$ cat src/rtl/shift_reg_tx_ctrl.sv
// Parallel-to-serial transmit sequencer for an external right-shifting,
// zero-fill shift register. Accepts a byte over valid/ready, loads the
// register, streams WIDTH bits LSB-first with a per-bit valid strobe,
// pulses done after the last bit and supports mid-transfer abort.
// CNT_W must satisfy 2**CNT_W >= WIDTH.
module shift_reg_tx_ctrl #(
    parameter int WIDTH = 8,
    parameter int CNT_W = 3
) (
    input  logic             clock,
    input  logic             reset,
    input  logic             tx_valid,
    input  logic [WIDTH-1:0] tx_data,
    output logic             tx_ready,
    input  logic             abort,
    output logic             sr_load,
    output logic [WIDTH-1:0] sr_d_in,
    output logic             sr_reset,
    input  logic             sr_q_lsb,
    output logic             ser_bit,
    output logic             ser_valid,
    output logic             busy,
    output logic             done
);

    typedef enum logic [1:0] {
        ST_IDLE  = 2'd0,
        ST_SHIFT = 2'd1,
        ST_DONE  = 2'd2
    } state_e;

    // Counter value seen on the edge that shifts out the final payload bit.
    localparam logic [CNT_W-1:0] LAST_BIT = CNT_W'(WIDTH - 1);

    state_e           state_q, state_d;
    logic [CNT_W-1:0] bit_cnt_q, bit_cnt_d;

    // State and bit counter registers; reset returns to IDLE on the same edge.
    always_ff @(posedge clock) begin
        if (reset) begin
            state_q   <= ST_IDLE;
            bit_cnt_q <= '0;
        end else begin
            state_q   <= state_d;
            bit_cnt_q <= bit_cnt_d;
        end
    end

    // Next-state logic and all outputs (outputs are decoded from the current
    // state so the serial bit lines up with the shift register's bit 0).
    always_comb begin
        state_d   = state_q;
        bit_cnt_d = bit_cnt_q;
        tx_ready  = 1'b0;
        sr_load   = 1'b0;
        sr_d_in   = tx_data;
        sr_reset  = reset;
        ser_bit   = 1'b0;
        ser_valid = 1'b0;
        busy      = 1'b0;
        done      = 1'b0;

        case (state_q)
            ST_IDLE: begin
                tx_ready = !reset;
                sr_load  = tx_valid && !reset;
                if (tx_valid) begin
                    state_d   = ST_SHIFT;
                    bit_cnt_d = '0;
                end
            end

            ST_SHIFT: begin
                ser_valid = 1'b1;
                ser_bit   = sr_q_lsb;
                busy      = 1'b1;
                if (abort) begin
                    // Clear the shift register now; abort beats the last-bit edge.
                    sr_reset  = 1'b1;
                    state_d   = ST_IDLE;
                    bit_cnt_d = '0;
                end else if (bit_cnt_q == LAST_BIT) begin
                    state_d   = ST_DONE;
                    bit_cnt_d = '0;
                end else begin
                    bit_cnt_d = bit_cnt_q + 1'b1;
                end
            end

            ST_DONE: begin
                busy    = 1'b1;
                done    = 1'b1;
                state_d = ST_IDLE;
            end

            default: begin
                state_d   = ST_IDLE;
                bit_cnt_d = '0;
            end
        endcase
    end

endmodule

$ cat config.mk
export PLATFORM = sky130hd
export DESIGN_NAME = shift_reg_tx_ctrl
export DESIGN_NICKNAME = d
export VERILOG_FILES = /design/src/rtl/shift_reg_tx_ctrl.sv
export SDC_FILE = /design/constraint.sdc
export NUM_CORES = 1
export LEC_CHECK = 0
export CAP_MARGIN = 20
export CORE_AREA = 2 2 39 41
export CTS_CLUSTER_DIAMETER = 80
export DETAILED_ROUTE_END_ITERATION = 16
export DIE_AREA = 0 0 41 43
export GPL_ROUTABILITY_DRIVEN = 0
export PLACE_DENSITY = 0.71
export SYNTH_ARGS = -nofsm -noshare
export SYNTH_HDL_FRONTEND = slang
export SYNTH_SLANG_ARGS = --single-unit
$ cat constraint.sdc
create_clock -name clock -period 1.9 [get_ports clock]
set_input_delay 0.38 -clock clock [delete_from_list [all_inputs] [get_ports clock]]
set_output_delay 0.38 -clock clock [all_outputs]
set_load 0.005 [all_outputs]
# Word level (Yosys, flattened, before mapping)

Index checks and enable logic that the tools add are counted.
Widths: inputs -> output; s select.

Input port bits: 13
Bits in latches: 0
Memories kept: 0
Register bits after elaboration: 5
Output and inout port bits: 15
Memory bits (writable): 0
Bits in read-only memories: 0
Word-level logic and storage cells: 31

Eq/ne operators: 5
Shift-type cells: 0
Reductions and logical operators: 6
Div/mod/pow operators: 0
Multiply operators: 0
$lt $le $gt $ge: 0
Add/sub/neg operators: 1
Bitwise gates (word level): 1
Mux-type cells: 16

Operators by type and width:

| cell                | count |
|---|---|
| $mux 3              | 3 |
| $pmux 3 s3          | 1 |
| $mux 1              | 8 |
| $mux 2              | 3 |
| $pmux 2 s2          | 1 |
| $reduce_and 2->1    | 2 |
| $add 3x1->3 const B | 1 |
| $eq 3x3->1 const B  | 1 |
| $ne 3x3->1 const B  | 1 |
| $eq 2x1->1 const B  | 1 |
| $eq 2x2->1 const B  | 1 |
| $logic_not 2->1     | 1 |
| $ne 2x2->1 const B  | 1 |
| $reduce_or 2->1     | 1 |
| $logic_and 1x1->1   | 1 |
| $logic_not 1->1     | 1 |
| $not 1->1           | 1 |

# Longest topological paths before layout

Gate-level depths: netlist of the first run.

Depth after elaboration: 4
Depth in mapped cells: 5
Mapped depth without buffers: 5

# Worst setup path before layout of the first run

Ideal clock, no wire load.

Kind: register -> register
Start point: reg state_q[0]
End point: reg bit_cnt_q[0]
Slack: 0.524 ns
Path buffers: 0
Arrival: 1.307 ns
Setup time: 0.070 ns
Data required time: 1.830 ns
Period minus slack after synthesis: 1.376 ns
Cell stages (with the launch flop): 6
Cell sequence: dfxtp_1 > inv_1 > ha_1 > nor2b_1 > or4b_1 > a21oi_1

Word-level cells in the longest chain between the ends: 3
Elaborated cells between the ends (all ways): 7
Classes of those cells: 3 x eq/ne; 1 x mux; 1 x bitwise; 2 x reduce/logical

Ends and longest elaborated chain:

| item                                              | RTL line | RTL |
|---|---|---|
| from (decl)                                       | 35       | `state_e state_q, state_d;` |
| from (signal assigned)                            | 44       | `state_q <= state_d;` |
| $logic_not 2->1 or $eq 2x2->1 (tied branches)     | 63       | `case (state_q)` |
| $ne 2x2->1 (no line) or $not 1->1 (tied branches) | --       |  |
| $reduce_and 2->1 (no line)                        | --       |  |
| to (signal assigned)                              | 45       | `bit_cnt_q <= bit_cnt_d;` |
| to (decl)                                         | 36       | `logic [CNT_W-1:0] bit_cnt_q, bit_cnt_d;` |

Parallel ways exist; a longest one is shown, timed or not.
A chain may end at the register's enable or synchronous reset.

# Worst setup path after layout of the first run

Start point: reg state_q[1]
End point: out sr_reset

Word-level cells in the longest chain between the ends: 2

Ends and longest elaborated chain:

| item       | RTL line | RTL |
|---|---|---|
| $eq 2x1->1 | 63       |  |
| $mux 1     | 63       |  |
| to (decl)  | 18       | `output logic sr_reset,` |

No other way between the ends.

==> impl_metrics.yaml, run 1 <==
hold_path:
  min_path_cells: 2
  min_from: "bit_cnt_q[2]"
  hold_class: "reg -> reg"
  holdPathEnd: "bit_cnt_q[2]"
synthesis:
  yosysUniqueCellTypes: 18
  syn_nets: 62
  synthArstFlopShare_pct: 0
  synth_ff_type: "dfxtp_1"
  avgSynthCellArea_um2: 8.758
  synth_area_um2: 385.4
  synth_area_leaders: "dfxtp_1 26%, ha_1 16%, buf_4 16%"
  synth-seq-cells: 5
  synth-edff-count: 0
  yosys_warnings: 0
  yosysTopAreaCell: "dfxtp_1"
  synth_top_area_share_pct: 25.97
  ys_seq_area_share_pct: 25.97
  syn_inst: 44
floorplan:
  initial_core_util_pct: 27.85
  core_mm2: 0.001384
  die-area_mm2: 0.001763
  row_count: 14
  die_y_um: 43
  io_pins: 28
  die_w_um: 41
sta:
  final-hold-violation-count: 0
  tightest_slew_ps: 324.6
  finalSetupViolations: 0
  skew_ps: 2.407
  slew_headroom_pct: 78.32
  maxSlewViolCount: 0
  fin_crit_sh_pct: 97.01
  setup_ws_ps: 56.77
  rsz0062_at_grt: "false"
  fin_crit_ps: 1843
  fmax_ghz: 0.5425
routing:
  postRouteAntennaNets: 0
  drt_iter0_drc: 4
  drtPass1Iterations: 4
  remaining_drc_errors: 0
  vias: 323
  routed_via_density: 4.614
  wl_per_cell_um: 10.97
  wl_um: 768
grt:
  grt_max_degree: 8
  grt_first_pass_wirelength_um: 1083
  gr-total-overflow: 0
  grt.total_usage_pct: 9.639
  grt_pass1_vias: 289
  antenna_found_initial: 0
layout:
  layout_commonest_cell: "clkdlybuf4s50_1"
  drive_gt1_share_pct: 27.78
  multi_input_area_um2: 231.5
  stdcell_count: 70
  diodes: 0
  fillers: 140
  area_delta_synth_final_pct: 37.01
  regArea_um2: 102.6
  finalNetCount: 73
  final_cell_mix: "8 x clkdlybuf4s50_1, 5 x a21oi_1"
setup_path:
  cp-start-kind: "register"
  endpoint_kind: "output pin"
  timing.rr.start: "bit_cnt_q[0]"
  cpMaxStageDelayCell: "clkdlybuf4s50_1"
  rr_worst_depth: 4
  crit_fanout: 5
  crit_required_ps: 1520
  r2r_slack_ps: 390
  critical_path.cell_chain: "inv_1 > ha_4 > a21o_2 > clkdlybuf4s50_1"
  timing.rr.end: "state_q[0]"
  critPathArrivalTime_ps: 1460
  max_stage_delay_ps: 430
  path_class: "reg -> out"
placed_design:
  dp.cells: 66
  place_ws_ps: -59.09
  dp_hpwl_um: 612.5
  port_buffers: 11
clock_network:
  clkTransAtPathRegs_ps: 40
  clockBufferDepth: 2
  tritoncts: "built"
  insertion_delay_ps: 240
  cts_setup_buffers: 0
  cts_made_buffers: 3
  root_buffer: "clkbuf_4"
  htreeDepth: 1
  cts_sinks: 5
  holdBufCountCts: 0
pwr:
  leakage_nw: 0.2331
  power_density_mw_per_mm2: 573.4
  peakVddDrop_uv: 388.0
run:
  maxCapViolations: 0
outcome:
  status: "finished clean"
[Yosys cell counts, types with 2 or more instances]
cell      instances
a21oi_1           5
buf_4             8
dfxtp_1           5
ha_1              5
inv_1             3
nand4b_1          2
nor2_1            2
nor2b_1           2
o21ai_0           3
[critical path: cells and delay by family, from the launching register on]
kind	cells	cell delay (ps)
buffers and inverters	2	510
flip-flops	1	340
AO/OA/AOI/OAI	1	200
adder cells (fa/ha/maj)	1	170
[final cells by class]
| type | count | area share (%) |
|---|---|---|
| repair buffers | 14 | 25.83 |
| clock buffers | 4 | 4.976 |
| inverters | 3 | 2.133 |
| flip-flops and latches | 5 | 19.43 |
| well taps | 16 | 3.791 |
| multi-input cells | 28 | 43.84 |
[registers in the layout, summed over array words and instances (netlist names)]
name and flops:
state_q 2, bit_cnt_q 3
[worst max-delay path by stage]
stage               startpoint      endpoint  slack (ps)  cells after the start
floorplan           state_q[0]  bit_cnt_q[0]         520                      5
finish              state_q[1]      sr_reset          60                      4
global placement         reset       sr_load         -30                      4
detailed placement       reset       sr_load         -60                      4
CTS                 state_q[1]      tx_ready          10                      5
global route        state_q[1]      sr_reset           3                      4
[cell families (layout without fill, tap and decap cells)]
group / count (synthesis) / after routing / synth area share (%)
buffers and inverters: 11 / 21 / 18.51
adders and majority gates: 5 / 5 / 16.23
DFF: 5 / 5 / 25.98
AOI/OAI and AO/OA: 10 / 10 / 14.61
and+or+nand+nor: 13 / 13 / 24.68
[where the power goes]
part / internal [W] / leakage, nW / switching (W)
clock network: 0.0000792 / 0.0150 / 0.0000407
registers: 0.000109 / 0.0414 / 0.00000339
logic: 0.0000432 / 0.177 / 0.0000275
[repair_timing]
| item | in CTS | in global routing |
|---|---|---|
| pin swaps | 1 | 0 |
| gates resized for setup | 5 | 5 |
| setup endpoints to repair | 4 | 3 |
[metrics by stage]
step	hold WS, ps	setup TNS (ps)	cell area, um2	utilization, %	total power, W
after global routing	491.9	0	528.0	38.16	0.0003275
after detailed placement	474.9	-59.09	478.0	34.54	0.0001812
final	479.0	0	528.0	38.16	0.0003028
after global placement	465.1	-30.61	478.0	34.54	0.0001799
after floorplan	447.2	0	385.4	-	0.0001542
after CTS	482.6	0	509.2	36.80	0.0003088
[per-layer routing]
layer  global-route usage [%]  part of all wire [%]  vias up  routed length [um]
met4                    10.00                     0        0                   0
met1                    8.039                    40      152                 307
met3                    3.141                   4.4        0                  34
met2                    15.63                    55        8                 426
li1                         -                     -      163                   -
met5                        0                     0        -                   0
Note: power is estimated with default switching activity, not from simulation.
==> inputs of run 2 (changes only) <==
- ABC_CLOCK_PERIOD_IN_PS: not set -> 1900
- MAX_ROUTING_LAYER: not set -> met4
==> results of run 2 <==
The final DEF is identical to that of run 1; final timing and power are the same.
Main changes from that run: wire length of the first global-routing pass 1083 um -> 1069 um; via count of the first global-routing pass 289 -> 295; overall routing resource usage 9.639% -> 9.568%; met3 usage 3.141% -> 1.571%
==> inputs of run 3 (changes only) <==
- ABC_CLOCK_PERIOD_IN_PS: 1900 -> not set
==> results of run 3 <==
The final DEF is identical to that of run 1; final timing and power are the same.
Main changes from that run: wire length of the first global-routing pass 1083 um -> 1069 um; via count of the first global-routing pass 289 -> 295; overall routing resource usage 9.639% -> 9.568%; met3 usage 3.141% -> 1.571%
